[config.mk]
export PLATFORM = sky130hd
export DESIGN_NAME = banked_reg_file
export DESIGN_NICKNAME = d
export VERILOG_FILES = /design/src/rtl/regfile_pkg.sv /design/src/rtl/regfile_clear_fsm.sv /design/src/rtl/banked_reg_file.sv
export SDC_FILE = /design/constraint.sdc
export NUM_CORES = 1
export LEC_CHECK = 0
export ABC_AREA = 0
export CORE_ASPECT_RATIO = 1.4
export CORE_MARGIN = 2
export CORE_UTILIZATION = 55
export DETAILED_ROUTE_END_ITERATION = 10
export DONT_BUFFER_PORTS = 1
export GPL_ROUTABILITY_DRIVEN = 0
export PLACE_DENSITY = 0.7
export SLEW_MARGIN = 10
export SYNTH_ARGS = -nofsm -noshare
export SYNTH_HDL_FRONTEND = slang
export SYNTH_SLANG_ARGS = --single-unit
[constraint.sdc]
create_clock -name clk -period 9.3 [get_ports clk]
set_input_delay 2.79 -clock clk [delete_from_list [all_inputs] [get_ports clk]]
set_output_delay 2.79 -clock clk [all_outputs]
set_load 0.01 [all_outputs]
[src/rtl/regfile_pkg.sv]
// Shared types and helpers for the banked register file.
// Latency: n/a (types and pure functions only).
// Backpressure: n/a.
//
// Contents:
//   clr_state_t : bulk-clear sequencer states
//   idx()       : linear register index from {bank, addr}
package regfile_pkg;

    typedef enum logic [1:0] {
        CLR_IDLE,
        CLR_RUN,
        CLR_DONE
    } clr_state_t;

    // Linear index = {bank, addr}; aw is the per-bank address width.
    function automatic int unsigned idx(input int unsigned bank,
                                        input int unsigned addr,
                                        input int unsigned aw);
        return (bank << aw) | addr;
    endfunction

endpackage

[src/rtl/regfile_clear_fsm.sv]
// Bulk-clear sequencer: walks every register index once, one per cycle.
// Latency: NREG cycles busy after the request, then a one-cycle done pulse.
// Backpressure: none; user writes arriving while busy are refused and flagged one cycle later.
//
// Ports:
//   clk, reset   : clock, asynchronous active-high reset
//   clr_req_i    : clear request, honoured only in CLR_IDLE
//   wr_req_i     : user write attempt (valid bank) this cycle
//   clr_busy_o   : sequence running
//   clr_done_o   : one-cycle pulse after the last register is cleared
//   wr_drop_o    : registered pulse, a user write was refused while busy
//   clr_we_o     : clear write strobe for the storage array
//   clr_idx_o    : register index being cleared
//   wr_allow_o   : user writes may commit this cycle
module regfile_clear_fsm
    import regfile_pkg::*;
#(
    parameter int NREG = 16,
    parameter int IW   = 4
) (
    input  logic          clk,
    input  logic          reset,
    input  logic          clr_req_i,
    input  logic          wr_req_i,
    output logic          clr_busy_o,
    output logic          clr_done_o,
    output logic          wr_drop_o,
    output logic          clr_we_o,
    output logic [IW-1:0] clr_idx_o,
    output logic          wr_allow_o
);

    localparam logic [IW-1:0] LAST_IDX = IW'(NREG - 1);

    clr_state_t    state_q, state_d;
    logic [IW-1:0] idx_q, idx_d;
    logic          drop_q, drop_d;

    // State register
    always_ff @(posedge clk or posedge reset) begin
        if (reset) begin
            state_q <= CLR_IDLE;
            idx_q   <= '0;
            drop_q  <= 1'b0;
        end else begin
            state_q <= state_d;
            idx_q   <= idx_d;
            drop_q  <= drop_d;
        end
    end

    // Next-state logic
    always_comb begin
        state_d = state_q;
        idx_d   = idx_q;
        drop_d  = (state_q == CLR_RUN) && wr_req_i;
        case (state_q)
            CLR_IDLE: begin
                if (clr_req_i) begin
                    state_d = CLR_RUN;
                    idx_d   = '0;
                end
            end
            CLR_RUN: begin
                if (idx_q == LAST_IDX) begin
                    state_d = CLR_DONE;
                    idx_d   = '0;
                end else begin
                    idx_d = idx_q + 1'b1;
                end
            end
            // A request arriving here is dropped, not queued.
            CLR_DONE: state_d = CLR_IDLE;
            default:  state_d = CLR_IDLE;
        endcase
    end

    // Output logic (Moore, except the registered drop flag)
    always_comb begin
        clr_busy_o = (state_q == CLR_RUN);
        clr_done_o = (state_q == CLR_DONE);
        clr_we_o   = (state_q == CLR_RUN);
        clr_idx_o  = idx_q;
        wr_allow_o = (state_q != CLR_RUN);
        wr_drop_o  = drop_q;
    end

endmodule

[src/rtl/banked_reg_file.sv]
// Banked register file: NBANK x 2**AW registers of DW bits with a sequenced bulk clear.
// Latency: reads combinational; a write is visible the next cycle (same cycle with REGFILE_BYPASS_EN).
// Backpressure: none; writes during a clear are discarded and reported on wr_drop.
//
// Optional feature macro: REGFILE_BYPASS_EN (write-to-read forwarding on ports A, B and r1).
//
// Ports:
//   clk, reset                : clock, asynchronous active-high reset
//   reg_write, wr_bank/addr/data : write port
//   rd_bank_a, rd_addr_a -> data_out_a : read port A, any bank
//   rd_addr_b -> data_out_b   : read port B, bank 0
//   r1                        : continuous tap of bank 0 register 1
//   clr_req -> clr_busy, clr_done : bulk-clear handshake
//   wr_drop                   : pulse when a write was refused during clear
module banked_reg_file
    import regfile_pkg::*;
#(
    parameter  int DW    = 8,
    parameter  int AW    = 3,
    parameter  int NBANK = 2,
    localparam int BW    = (NBANK > 1) ? $clog2(NBANK) : 1
) (
    input  logic          clk,
    input  logic          reset,
    input  logic          reg_write,
    input  logic [BW-1:0] wr_bank,
    input  logic [AW-1:0] wr_addr,
    input  logic [DW-1:0] wr_data,
    input  logic [BW-1:0] rd_bank_a,
    input  logic [AW-1:0] rd_addr_a,
    input  logic [AW-1:0] rd_addr_b,
    input  logic          clr_req,
    output logic [DW-1:0] data_out_a,
    output logic [DW-1:0] data_out_b,
    output logic [DW-1:0] r1,
    output logic          clr_busy,
    output logic          clr_done,
    output logic          wr_drop
);

    localparam int NREG = NBANK << AW;
    localparam int IW   = (NREG > 1) ? $clog2(NREG) : 1;
    localparam logic [IW-1:0] R1_IDX = IW'(1);

    logic [DW-1:0] mem_q [NREG];

    logic [IW-1:0] lin_a, lin_b, lin_w;
    logic          bank_ok_a, bank_ok_w;
    logic          wr_allow, user_we;
    logic          clr_we;
    logic [IW-1:0] clr_idx;
    logic          mem_we;
    logic [IW-1:0] mem_waddr;
    logic [DW-1:0] mem_wdata;
    logic [DW-1:0] stored_a, stored_b, stored_r1;

    assign lin_a = IW'(idx(32'(rd_bank_a), 32'(rd_addr_a), AW));
    assign lin_b = IW'(idx(0, 32'(rd_addr_b), AW));
    assign lin_w = IW'(idx(32'(wr_bank), 32'(wr_addr), AW));

    // Only meaningful when NBANK is not a power of two.
    assign bank_ok_a = (32'(rd_bank_a) < 32'(NBANK));
    assign bank_ok_w = (32'(wr_bank)   < 32'(NBANK));

    // Writes to a nonexistent bank vanish silently and never raise wr_drop.
    assign user_we = reg_write && bank_ok_w && wr_allow;

    regfile_clear_fsm #(
        .NREG (NREG),
        .IW   (IW)
    ) u_clr_fsm (
        .clk        (clk),
        .reset      (reset),
        .clr_req_i  (clr_req),
        .wr_req_i   (reg_write && bank_ok_w),
        .clr_busy_o (clr_busy),
        .clr_done_o (clr_done),
        .wr_drop_o  (wr_drop),
        .clr_we_o   (clr_we),
        .clr_idx_o  (clr_idx),
        .wr_allow_o (wr_allow)
    );

    // Single write port: the clear sequencer owns it while running, the user otherwise.
    always_comb begin
        mem_we    = 1'b0;
        mem_waddr = lin_w;
        mem_wdata = wr_data;
        if (clr_we) begin
            mem_we    = 1'b1;
            mem_waddr = clr_idx;
            mem_wdata = '0;
        end else if (user_we) begin
            mem_we = 1'b1;
        end
    end

    always_ff @(posedge clk or posedge reset) begin
        if (reset) begin
            for (int i = 0; i < NREG; i++) begin
                mem_q[i] <= '0;
            end
        end else if (mem_we) begin
            mem_q[mem_waddr] <= mem_wdata;
        end
    end

    assign stored_a  = bank_ok_a ? mem_q[lin_a] : '0;
    assign stored_b  = mem_q[lin_b];
    assign stored_r1 = mem_q[R1_IDX];

`ifdef REGFILE_BYPASS_EN
    // user_we is already low during a clear, so nothing is forwarded then.
    assign data_out_a = (user_we && bank_ok_a && (lin_a == lin_w)) ? wr_data : stored_a;
    assign data_out_b = (user_we && (lin_b == lin_w))               ? wr_data : stored_b;
    assign r1         = (user_we && (lin_w == R1_IDX))              ? wr_data : stored_r1;
`else
    assign data_out_a = stored_a;
    assign data_out_b = stored_b;
    assign r1         = stored_r1;
`endif

endmodule

After elaboration in Yosys (flattened, before gate mapping)

Cells that the tools add are included.

Output and inout port bits: 27
Input bits: 23
Register bits after elaboration: 135
Word-level logic and storage cells: 61

Bitwise operators: 5
Add/sub/neg operators: 1
$lt $le $gt $ge: 4
Muxes and demuxes: 19
Reduce and logical (&&, ||, !) cells: 7
Equality and inequality tests: 6

Operators by type and width:

| operator            | number |
|---|---|
| $bwmux 128          | 1 |
| $bmux 8 s4          | 2 |
| $mux 8              | 6 |
| $demux 8 s4         | 1 |
| $ge 5x5->1 const B  | 3 |
| $mux 4              | 3 |
| $not 4->5           | 2 |
| $or 4x3->4          | 2 |
| $pmux 4 s2          | 1 |
| $lt 5x1->1 const B  | 1 |
| $not 3->5           | 1 |
| $add 4x1->4 const B | 1 |
| $eq 4x4->1 const B  | 1 |
| $mux 2              | 2 |
| $ne 2x1->1 const B  | 2 |
| $pmux 2 s2          | 1 |
| $reduce_and 2->1    | 2 |
| $logic_and 1x1->1   | 3 |
| $eq 2x1->1 const B  | 1 |
| $eq 2x2->1 const B  | 1 |
| $logic_not 2->1     | 1 |
| $mux 1              | 2 |
| $ne 2x2->1 const B  | 1 |
| $reduce_bool 2->1   | 1 |

Depth between registers and ports, before layout

Depth in word-level cells: 8
Gate-level depth with buffers: 7
Mapped depth without buffers: 5

Cells and area by module

Synthesis repeated with hierarchy kept, for this count alone.

Cell total of the unflattened synthesis: 455
Area, all modules: 7041.8 um2

By module, submodules not included:

| module            | times used | cells an instance | seq. area each (um2) | area each (um2) |
|---|---|---|---|---|
| banked_reg_file   | 1          | 423               | 3203.1               | 6711.4 |
| regfile_clear_fsm | 1          | 32                | 175.2                | 330.3 |

Least setup slack after synthesis

No wires, ideal clock.

Path kind: input to output
Start point: input port rd_addr_b[0]
End point: output port data_out_b[0]
Required time: 6.510 ns
Setup slack: 2.385 ns
Arrival: 4.125 ns
Path buffers: 2
Cell stages on the path: 4
Cells stage by stage: buf_2 buf_2 mux4_2 mux2_2

Cells in the longest elaborated chain, start to end: 4

RTL lines:

| item                                       | RTL line               | source |
|---|---|---|
| start: declaration                         | banked_reg_file.sv:31  | `input logic [AW-1:0] rd_addr_b,` |
| $not 3->5 (not written as such)            | banked_reg_file.sv:109 | `assign stored_b = mem_q[lin_b];` |
| $bmux 8 s4                                 | banked_reg_file.sv:109 |  |
| $mux 8 (not written as such) (2 in series) | banked_reg_file.sv:109 |  |
| end: declaration                           | banked_reg_file.sv:34  | `output logic [DW-1:0] data_out_b,` |

Every way passes these cells. The select of a mux whose other input is x is not followed.

Final worst setup path

Start point: input port rd_bank_a
End point: output port data_out_a[6]

Cells in the longest elaborated chain, start to end: 5

RTL lines:

| item                                       | RTL line               | source |
|---|---|---|
| start: declaration                         | banked_reg_file.sv:29  | `input logic [BW-1:0] rd_bank_a,` |
| $or 4x3->4                                 | regfile_pkg.sv:20      | `return (bank << aw) \| addr;` |
| $not 4->5 (not written as such)            | banked_reg_file.sv:108 | `assign stored_a = bank_ok_a ? mem_q[lin_a] : '0;` |
| $bmux 8 s4                                 | banked_reg_file.sv:108 |  |
| $mux 8 (not written as such) (2 in series) | banked_reg_file.sv:108 |  |
| end: declaration                           | banked_reg_file.sv:33  | `output logic [DW-1:0] data_out_a,` |

Every way passes these cells. The select of a mux whose other input is x is not followed.

==> key figures <==
Run status
  – Outcome: finished, final reports clean

Detailed routing
  – Wirelength per Cell: 24.6 um
  – WL final: 14.7 mm
  – Remaining DRCs: 0
  – DR iter-0 viols: 255
  – Vias: 3,872
  – Vias per inst: 6.47
  – Drt first pass iters: 5
  – Final antenna-violating net count: 0

Synth
  – Synth area leaders: dfrtp_1 (48%), mux2_2 (21%), mux4_2 (15%)
  – Post-Syn Area: 7020 um2
  – Synth cell types: 41
  – Share of the synthesized area in the top cell type: 0.481
  – Gate Count Post-Synth: 452
  – Yosys reg bits: 135
  – EDFF count, synth: 0
  – Mean Syn Cell Area: 15.5 um2
  – Synth Warn #: 0
  – Async set or reset register ratio after synthesis: 1.00
  – Sequential share of the synthesized area: 0.481
  – Area leader, netlist: dfrtp_1
  – Net Count, Synth: 476
  – Ys flop type: dfrtp_1

Place
  – DP HPWL: 9.94 mm
  – PortBufs: 0

GRT
  – Largest net degree at the start of global routing: 74
  – First-pass GRT wire length: 23.5 mm
  – Total Routing Usage GR: 0.233
  – Gr ovfl total: 0
  – Vias in the first global route: 4,119
  – Antenna violations before repair: 0

Clock tree
  – H-tree depth: 4
  – CTS Hold Bufs: 0
  – Clock-pin transition on the worst setup and hold timing paths: 0.06 ns
  – CTS root buf: clkbuf_16
  – Clk buf depth: 2
  – Resized cells post-CTS: 0
  – Clk_lat worst skew: 0.41 ns
  – Setup Fix Bufs, Post-CTS: 0
  – Num CTS Buffers: 17
  – Clock sink count: 135
  – CTS tree: done

Final layout
  – Nets@finish: 459
  – Register area: 3380 um2
  – Fraction of layout cells with a size suffix above 1: 0.529
  – Area occupied by multi-input gates: 3440 um2
  – N_diodes: 0
  – Post-layout util: 0.617
  – Synth-to-layout area growth: 8.69%
  – Filler cells: 928

Floorplanning
  – Ports: 50
  – Die W: 99.5 um
  – Die height: 138 um
  – Initial Util: 0.568
  – Die ar.: 13,700 um2
  – Row count: 48
  – Core area: 12,400 um2

STA
  – Minimum clock period: 6.57 ns
  – Worst Skew: 0.00569 ns
  – Final setup vio count: 0
  – Final setup TNS: 0 ns
  – Peak Freq: 152 MHz
  – Final Hold Viols: 0
  – Worst-Margin Slew: 0.922 ns
  – Slew HR: 0.385
  – Slew Viols, Final: 0
  – Part of the cycle the worst path needs: 0.707
  – WHS: 0.490 ns
  – RSZ-0062 raised after global routing: no

Power and ir drop
  – PwrDens: 299 nW/um2
  – Leakage: 3.47 nW
  – Max VDD drop: 182 uV

Worst setup path
  – CP top delay family: simple AND/OR/NAND/NOR gates
  – Worst EP required: 6.51 ns
  – CP Class: in2out
  – Worst Path Buf+Inv: 0
  – CP arrival: 3.78 ns
  – Critical Path, Cell by Cell: nor2b_1 > a22oi_1 > nand2_1
  – Setup crit end kind: primary output
  – Type of origin of the critical path: input port
  – Crit-path max FO: 8
  – Slowest CP cell: nor2b_1
  – CP peak stage delay: 0.59 ns

Job
  – Max_cap viols: 0

Worst hold path
  – Worst Hold Class: reg2reg
## kinds of logic (layout without fill, tap and decap cells)
group / Yosys count / count (layout) / share of synthesized area
buffers and inverters: 41 / 37 / 0.0296
muxes: 191 / 191 / 0.390
and+or+nand+nor: 55 / 55 / 0.0622
adders and majority gates: 1 / 1 / 0.00178
DFF: 135 / 135 / 0.481
AOI/OAI and AO/OA: 29 / 29 / 0.0358
## cell usage after synthesis (3+ instances only)
cell / count
nand2b_1: 4
clkbuf_1: 16
buf_1: 4
buf_2: 7
buf_4: 8
mux2_1: 5
dfrtp_1: 135
nor2_1: 3
nand2_1: 10
nor3_4: 9
inv_1: 4
and2_1: 5
and2_0: 8
mux2_2: 131
mux4_2: 48
a22oi_1: 17
mux2i_4: 4
nor2b_1: 4
nand3b_2: 3
## area by class of cell
| cell class | count | area share |
|---|---|---|
| well taps | 150 | 0.0246 |
| repair buffers | 1 | 0.000983 |
| clock inverters | 14 | 0.0215 |
| inverters | 4 | 0.00262 |
| multi-input cells | 276 | 0.450 |
| flip-flops and latches | 135 | 0.442 |
| clock buffers | 18 | 0.0575 |
## stage by stage
step | instances | cell area (um2) | total power [mW] | setup WS, ns
after floorplan | 452 | 7020 | 1.48 | 2.39
after global placement | 566 | 7030 | 1.59 | 2.68
after detailed placement | 566 | 7030 | 1.62 | 2.65
after CTS | 598 | 7630 | 2.30 | 2.66
after global routing | 598 | 7630 | 2.39 | 2.62
final | 598 | 7630 | 2.29 | 2.73
## sequential cells by signal (all words and copies together), names as in the netlist
name / count
u_clr_fsm.state_q: 2
u_clr_fsm.clr_idx_o: 4
mem_q: 120
u_clr_fsm.wr_drop_o: 1
r1: 8
## where the power goes
part	total, mW	internal (mW)	switching (mW)	leakage, nW
sequential	0.876	0.756	0.120	1.85
combinational	0.734	0.374	0.360	1.34
clock	0.675	0.409	0.266	0.286
total	2.29	1.54	0.747	3.47
## routing by layer
| layer | GRT usage | up-vias | part of all wire |
|---|---|---|---|
| li1 | - | 1687 | - |
| met1 | 0.319 | 2098 | 0.45 |
| met2 | 0.381 | 70 | 0.51 |
| met3 | 0.0436 | 17 | 0.031 |
| met4 | 0.0723 | 0 | 0.012 |
| met5 | 0 | - | 0 |
## placed cells by master (no fill, tap or decap), types with 4 or more instances in the layout
cell | netlist | layout
and2_0 | 8 | 8
dfrtp_1 | 135 | 135
nor2b_1 | 4 | 4
nand2_1 | 10 | 10
mux2_2 | 131 | 131
inv_6 | 0 | 6
clkbuf_16 | 0 | 17
and2_1 | 5 | 5
mux2_1 | 5 | 5
nor3_4 | 9 | 9
mux4_2 | 48 | 48
mux2i_4 | 4 | 4
a22oi_1 | 17 | 17
nand2b_1 | 4 | 4
## worst paths after layout
kind / endpoint / slack (ns) / startpoint / cells past startpoint
max in group asynchronous: mem_q[27] / 5.65 / reset / 2
hold / removal: mem_q[48] / 0.49 / mem_q[48] / 1
hold reg to reg: mem_q[48] / 0.49 / mem_q[48] / 1
min in group asynchronous: u_clr_fsm.state_q[0] / 2.31 / reset / 1
setup / recovery: data_out_a[6] / 2.73 / rd_bank_a / 3
setup reg to reg: mem_q[23] / 6.62 / u_clr_fsm.state_q[1] / 5
Power figures use the tool's default switching activity.
